===== config.mk =====
export PLATFORM = sky130hd
export DESIGN_NAME = register_file
export DESIGN_NICKNAME = d
export VERILOG_FILES = /design/src/rtl/register_file.sv
export SDC_FILE = /design/constraint.sdc
export NUM_CORES = 2
export LEC_CHECK = 0
export ABC_AREA = 0
export CAP_MARGIN = 30
export CORE_ASPECT_RATIO = 2
export CORE_MARGIN = 3
export CORE_UTILIZATION = 40
export DETAILED_ROUTE_END_ITERATION = 7
export PLACE_DENSITY_LB_ADDON = 0.2
export SYNTH_ARGS = -nofsm -noshare
export SYNTH_HDL_FRONTEND = slang
export SYNTH_SLANG_ARGS = --single-unit
export TNS_END_PERCENT = 5

===== constraint.sdc =====
create_clock -name clk -period 4.7 [get_ports clk]
set_input_delay 0.94 -clock clk [delete_from_list [all_inputs] [get_ports clk]]
set_output_delay 0.94 -clock clk [all_outputs]
set_load 0.05 [all_outputs]

===== src/rtl/register_file.sv =====
// 32 x 32-bit register file: two combinational read ports, one synchronous write port.
// Register 0 is hardwired to zero; a synchronous reset clears every entry.
module register_file #(
    parameter int DATA_WIDTH = 32,
    parameter int ADDR_WIDTH = 5
) (
    input  logic                  clk,
    input  logic                  reset,
    input  logic [ADDR_WIDTH-1:0] reg1,
    input  logic [ADDR_WIDTH-1:0] reg2,
    input  logic [ADDR_WIDTH-1:0] write_reg,
    input  logic                  regwrite,
    input  logic [DATA_WIDTH-1:0] writedata,
    output logic [DATA_WIDTH-1:0] data1,
    output logic [DATA_WIDTH-1:0] data2
);

    localparam int NREGS = 2 ** ADDR_WIDTH;

    // Entry 0 has no storage: it is produced by the read mux instead.
    logic [DATA_WIDTH-1:0] mem_q [1:NREGS-1];
    logic [DATA_WIDTH-1:0] mem_d [1:NREGS-1];

    always_comb begin
        mem_d = mem_q;
        if (regwrite && (write_reg != '0)) begin
            mem_d[write_reg] = writedata;
        end
    end

    // Reset wins over a write issued on the same edge.
    always_ff @(posedge clk) begin
        if (reset) begin
            for (int i = 1; i < NREGS; i++) begin
                mem_q[i] <= '0;
            end
        end else begin
            mem_q <= mem_d;
        end
    end

    // No write bypass: a pending write becomes visible only after its edge.
    assign data1 = (reg1 == '0) ? '0 : mem_q[reg1];
    assign data2 = (reg2 == '0) ? '0 : mem_q[reg2];

endmodule


======== After elaboration in Yosys (flattened, before gate mapping) ========
Index checks and enable logic that the tools add are counted.
cells by class
  mux-type cells .......................... 11
  reduce and logical (&&, ||, !) cells .... 5
  bitwise logic cells ..................... 3
  order comparisons ....................... 4
operators with widths
  kind                  count
  $bwmux W992           1
  $bmux W32 S5          2
  $mux W32              7
  $demux W32 S5         1
  $ge A6 B6 Y1 const B  3
  $not A5 Y6            3
  $logic_not A5 Y1      2
  $lt A6 B1 Y1 const B  1
  $reduce_bool A5 Y1    1
  $logic_and A1 B1 Y1   2
word-level totals
  register bits ........................... 992

======== Logic depth before layout (Yosys ltp) ========
  depth after elaboration ................. 6
  mapped depth ............................ 8
  mapped depth without buffers ............ 5

======== Worst setup path before layout ========
Ideal clock, no wire load.
  path type ............................... in2out
  from .................................... input reg1[2]
  to ...................................... output data1[10]
  slack ................................... 0.675 ns
  stages on the path ...................... 7
  arrival ................................. 3.085 ns
  cells stage by stage .................... buf_2 buf_4 buf_4 nand3b_1 clkbuf_1 o22ai_1 nor3_1
between the ends
  cells in the longest elaborated chain, start to end .. 5
RTL lines
  what                                          RTL line  RTL
  start, declared                               9         input logic [ADDR_WIDTH-1:0] reg1,
  $not A5 Y6 (not written as such)              43        assign data1 = (reg1 == '0) ? '0 : mem_q[reg1];
  $bmux W32 S5                                  43
  $mux W32 (not written as such) (2 in series)  43
  $mux W32 (*)                                  43
  end, declared                                 14        output logic [DATA_WIDTH-1:0] data1,
Every way passes the cells marked *; elsewhere a longest branch is shown, timed or not. The select of a mux whose other input is x is not followed.

======== Worst setup path after layout ========
  from .................................... input reg1[0]
  to ...................................... output data1[17]
The elaborated chain is that of the path after synthesis.

==> results_dict.tcl <==
set metrics [dict create \
    ys_types 41 \
    p_clk_frac 0.435 \
    combPwrFrac 0.109 \
    path_clk_slew_ps 70 \
    met3_wirelength_um 19050 \
    die_height_um 509.5 \
    cts_tree "done" \
    status "finished clean" \
    io_pins 114 \
    post-route-cell-area_sq_mm 0.05824 \
    drive_above_1_share 0.1750 \
    fp.dieW_um 257.8 \
    start_util 0.4034 \
    switchingPower_mw 5.023 \
    post_dp_cell_area_sq_mm 0.05505 \
    fin_nets 5881 \
    wire_per_inst_um 29.58 \
    insertion_delay_ps 710 \
    top_regs "mem_q: 992 flops" \
    p_int_mw 13.66 \
    dr.max_layer_used "met5" \
    largest_reg_flops 992 \
    drt-total-wl_um 224400 \
    drt-vias-per-instance 6.166 \
    grt_overflow_total 0 \
    tns_ps 0 \
    fin_crit_ps 4262 \
    dp_hpwl_um 145000 \
    clockBufferDepth 3 \
    coreArea_sq_mm 0.1257 \
    ys.flop_type "dfxtp_1" \
    cts_htree_levels 3 \
    path_class "in -> out" \
    p_leak_nw 19.59 \
    period_share 0.9067 \
    crit_path_max_fanout 23 \
    setup_viol 0 \
    place_congestion 0.9148 \
    crit_path_end_kind "primary output" \
    fmax_mhz 234.7 \
    grt_first_pass_wirelength_um 319400 \
    drc_errors 0 \
    report.final.slew_viol_count 0 \
    synth_edf_count 0 \
    start_kind "primary input" \
    worstPathRequired_ps 3760 \
    peakVddDrop_uv 276.1 \
    max-slew-margin-rel 0.3497 \
    hold_viol 0 \
    first_pass_iters 6 \
    synth.yosys.seq_area_share 0.3917 \
    top_register "mem_q" \
    syn_avg_cell_area_sq_um 8.504 \
    p_sw_frac 0.2689 \
    worstHoldPathType "reg -> reg" \
    slowest_delay_ps 610 \
    holdWs_ps 465.4 \
    rows 184 \
    post-cts-setup-buffers 0 \
    grtUsageTotal 0.3330 \
    synth_nets 6012 \
    drtIter0Drc 4735 \
    synth_area_leaders "dfxtp_1, mux4_2, nand2_1, a21oi_1, mux2i_1" \
    wl_met1_um 74060 \
    numCtsBuffers 92 \
    power_density_mw_per_mm2 320.8 \
    ys_async_sr_fraction 0 \
    synthesis.yosys.warnings 0 \
    cts_resized 0 \
    ant_nets 0 \
    syn2layout_area_growth_pct 14.86 \
    fin_skew_ps 0 \
    ys_ff_latch 992 \
    path_common_cell "buf_12" \
    grt_pass1_vias 45910 \
    ctsHoldBuffers 0 \
    portBuffers 113 \
    die_area_sq_mm 0.1313 \
    power.total_mw 18.68 \
    seqPwrFrac 0.456 \
    crit_path_top_delay_cell "a211oi_1" \
    rsz0062_at_grt "false" \
    tightest_slew_ps 974.6 \
    yosysTopAreaCell "dfxtp_1" \
    synth_top_area_frac 0.3917 \
    wl_met2_um 107100 \
    grt_max_degree 135 \
    antenna_found_initial 7 \
    vias 46770 \
    drv_cap 0 \
    cp_cell_sequence "buf_8, buf_12, mux4_2, nor2b_1, a211oi_1, nor3_1, buf_12" \
    cts_root_buf "clkbuf_16" \
    clock_sinks 992 \
    postSynthCellCount 5962 \
    cp.arrival_ps 3320 \
    syn_area_sq_mm 0.05070 \
]
routing by layer:
| metal | GRT usage | up-vias |
|---|---|---|
| met5 | 0 | - |
| met4 | 0.2986 | 2 |
| met3 | 0.06363 | 1106 |
| met2 | 0.5609 | 2676 |
| met1 | 0.3541 | 22600 |
| li1 | - | 20390 |
worst paths after layout:
check | start | end | slack (ps) | depth (start not counted)
worst max register to register | mem_q[937] | mem_q[937] | 3980 | 2
worst min-delay path | mem_q[779] | mem_q[779] | 470 | 2
worst min register to register | mem_q[779] | mem_q[779] | 470 | 2
worst max-delay path | reg1[0] | data1[17] | 440 | 7
synth_stat cells (all sizes together), types with 6 or more instances:
| cell | number |
|---|---|
| a31oi | 18 |
| o22ai | 63 |
| mux2i | 238 |
| a21oi | 1051 |
| a22oi | 64 |
| a221oi | 32 |
| nand2 | 2115 |
| nor2 | 36 |
| nor3 | 31 |
| inv | 17 |
| mux4 | 366 |
| nor2b | 49 |
| and3 | 29 |
| o21ai | 55 |
| o211ai | 16 |
| mux2 | 100 |
| nand2b | 6 |
| a211oi | 20 |
| clkbuf | 386 |
| dfxtp | 992 |
| buf | 218 |
| a211o | 32 |
stage by stage:
step | util | instances | setup slack, ps
after floorplan | - | 5962 | 674.8
after global placement | 0.4355 | 7398 | 492.1
after detailed placement | 0.4380 | 7411 | 498.5
after CTS | 0.4632 | 7583 | 488.1
after global routing | 0.4633 | 7584 | 427.3
final | 0.4633 | 7586 | 438.5
kinds of logic after synthesis:
| family | share of synthesized area |
|---|---|
| compound gates | 0.1454 |
| buf+inv | 0.05491 |
| mux | 0.2318 |
| simple gates | 0.1763 |
| flops | 0.3917 |
worst max-delay path, delay by kind of cell:
| family | cells | cell delay, ps |
|---|---|---|
| AO/OA/AOI/OAI | 1 | 610 |
| AND/OR/NAND/NOR | 2 | 400 |
| buffers and inverters | 3 | 750 |
| multiplexers | 1 | 520 |
layout make-up:
| class | count | area [sq um] |
|---|---|---|
| fill | 12130 | 67460 |
| inverter | 17 | 63.81 |
| antenna | 3 | 7.507 |
| multi-input combinational | 4349 | 28430 |
| tap | 1674 | 2095 |
| clock inverter | 39 | 475.5 |
| timing repair buffer | 379 | 4608 |
| sequential | 992 | 19860 |
| clock buffer | 133 | 2700 |
power groups by stage:
stage | Sequential (mW) | Combinational, mW | Clock (mW)
finish | 8.51 | 2.04 | 8.13
global route | 8.51 | 2.09 | 8.46
CTS | 8.51 | 2.01 | 8.19
detailed placement | 8.70 | 2.00 | 0
global placement | 8.70 | 1.96 | 0
floorplan | 8.69 | 1.14 | 0
layout by cell type, fill, tap and decap left out, drive strengths merged, types with 5 or more instances in the layout:
cell,count
nand2,2115
a21oi,1051
dfxtp,992
mux4,366
buf,337
mux2i,238
clkbuf,135
mux2,100
a22oi,64
o22ai,63
o21ai,55
nor2b,49
clkdlybuf4s50,40
nor2,36
a221oi,32
a211o,32
nor3,31
and3,29
clkinv,21
a211oi,20
inv,19
a31oi,18
o211ai,16
bufinv,9
clkinvlp,7
nand2b,6
and2,5
No activity file was read; power rests on OpenSTA's default activity.
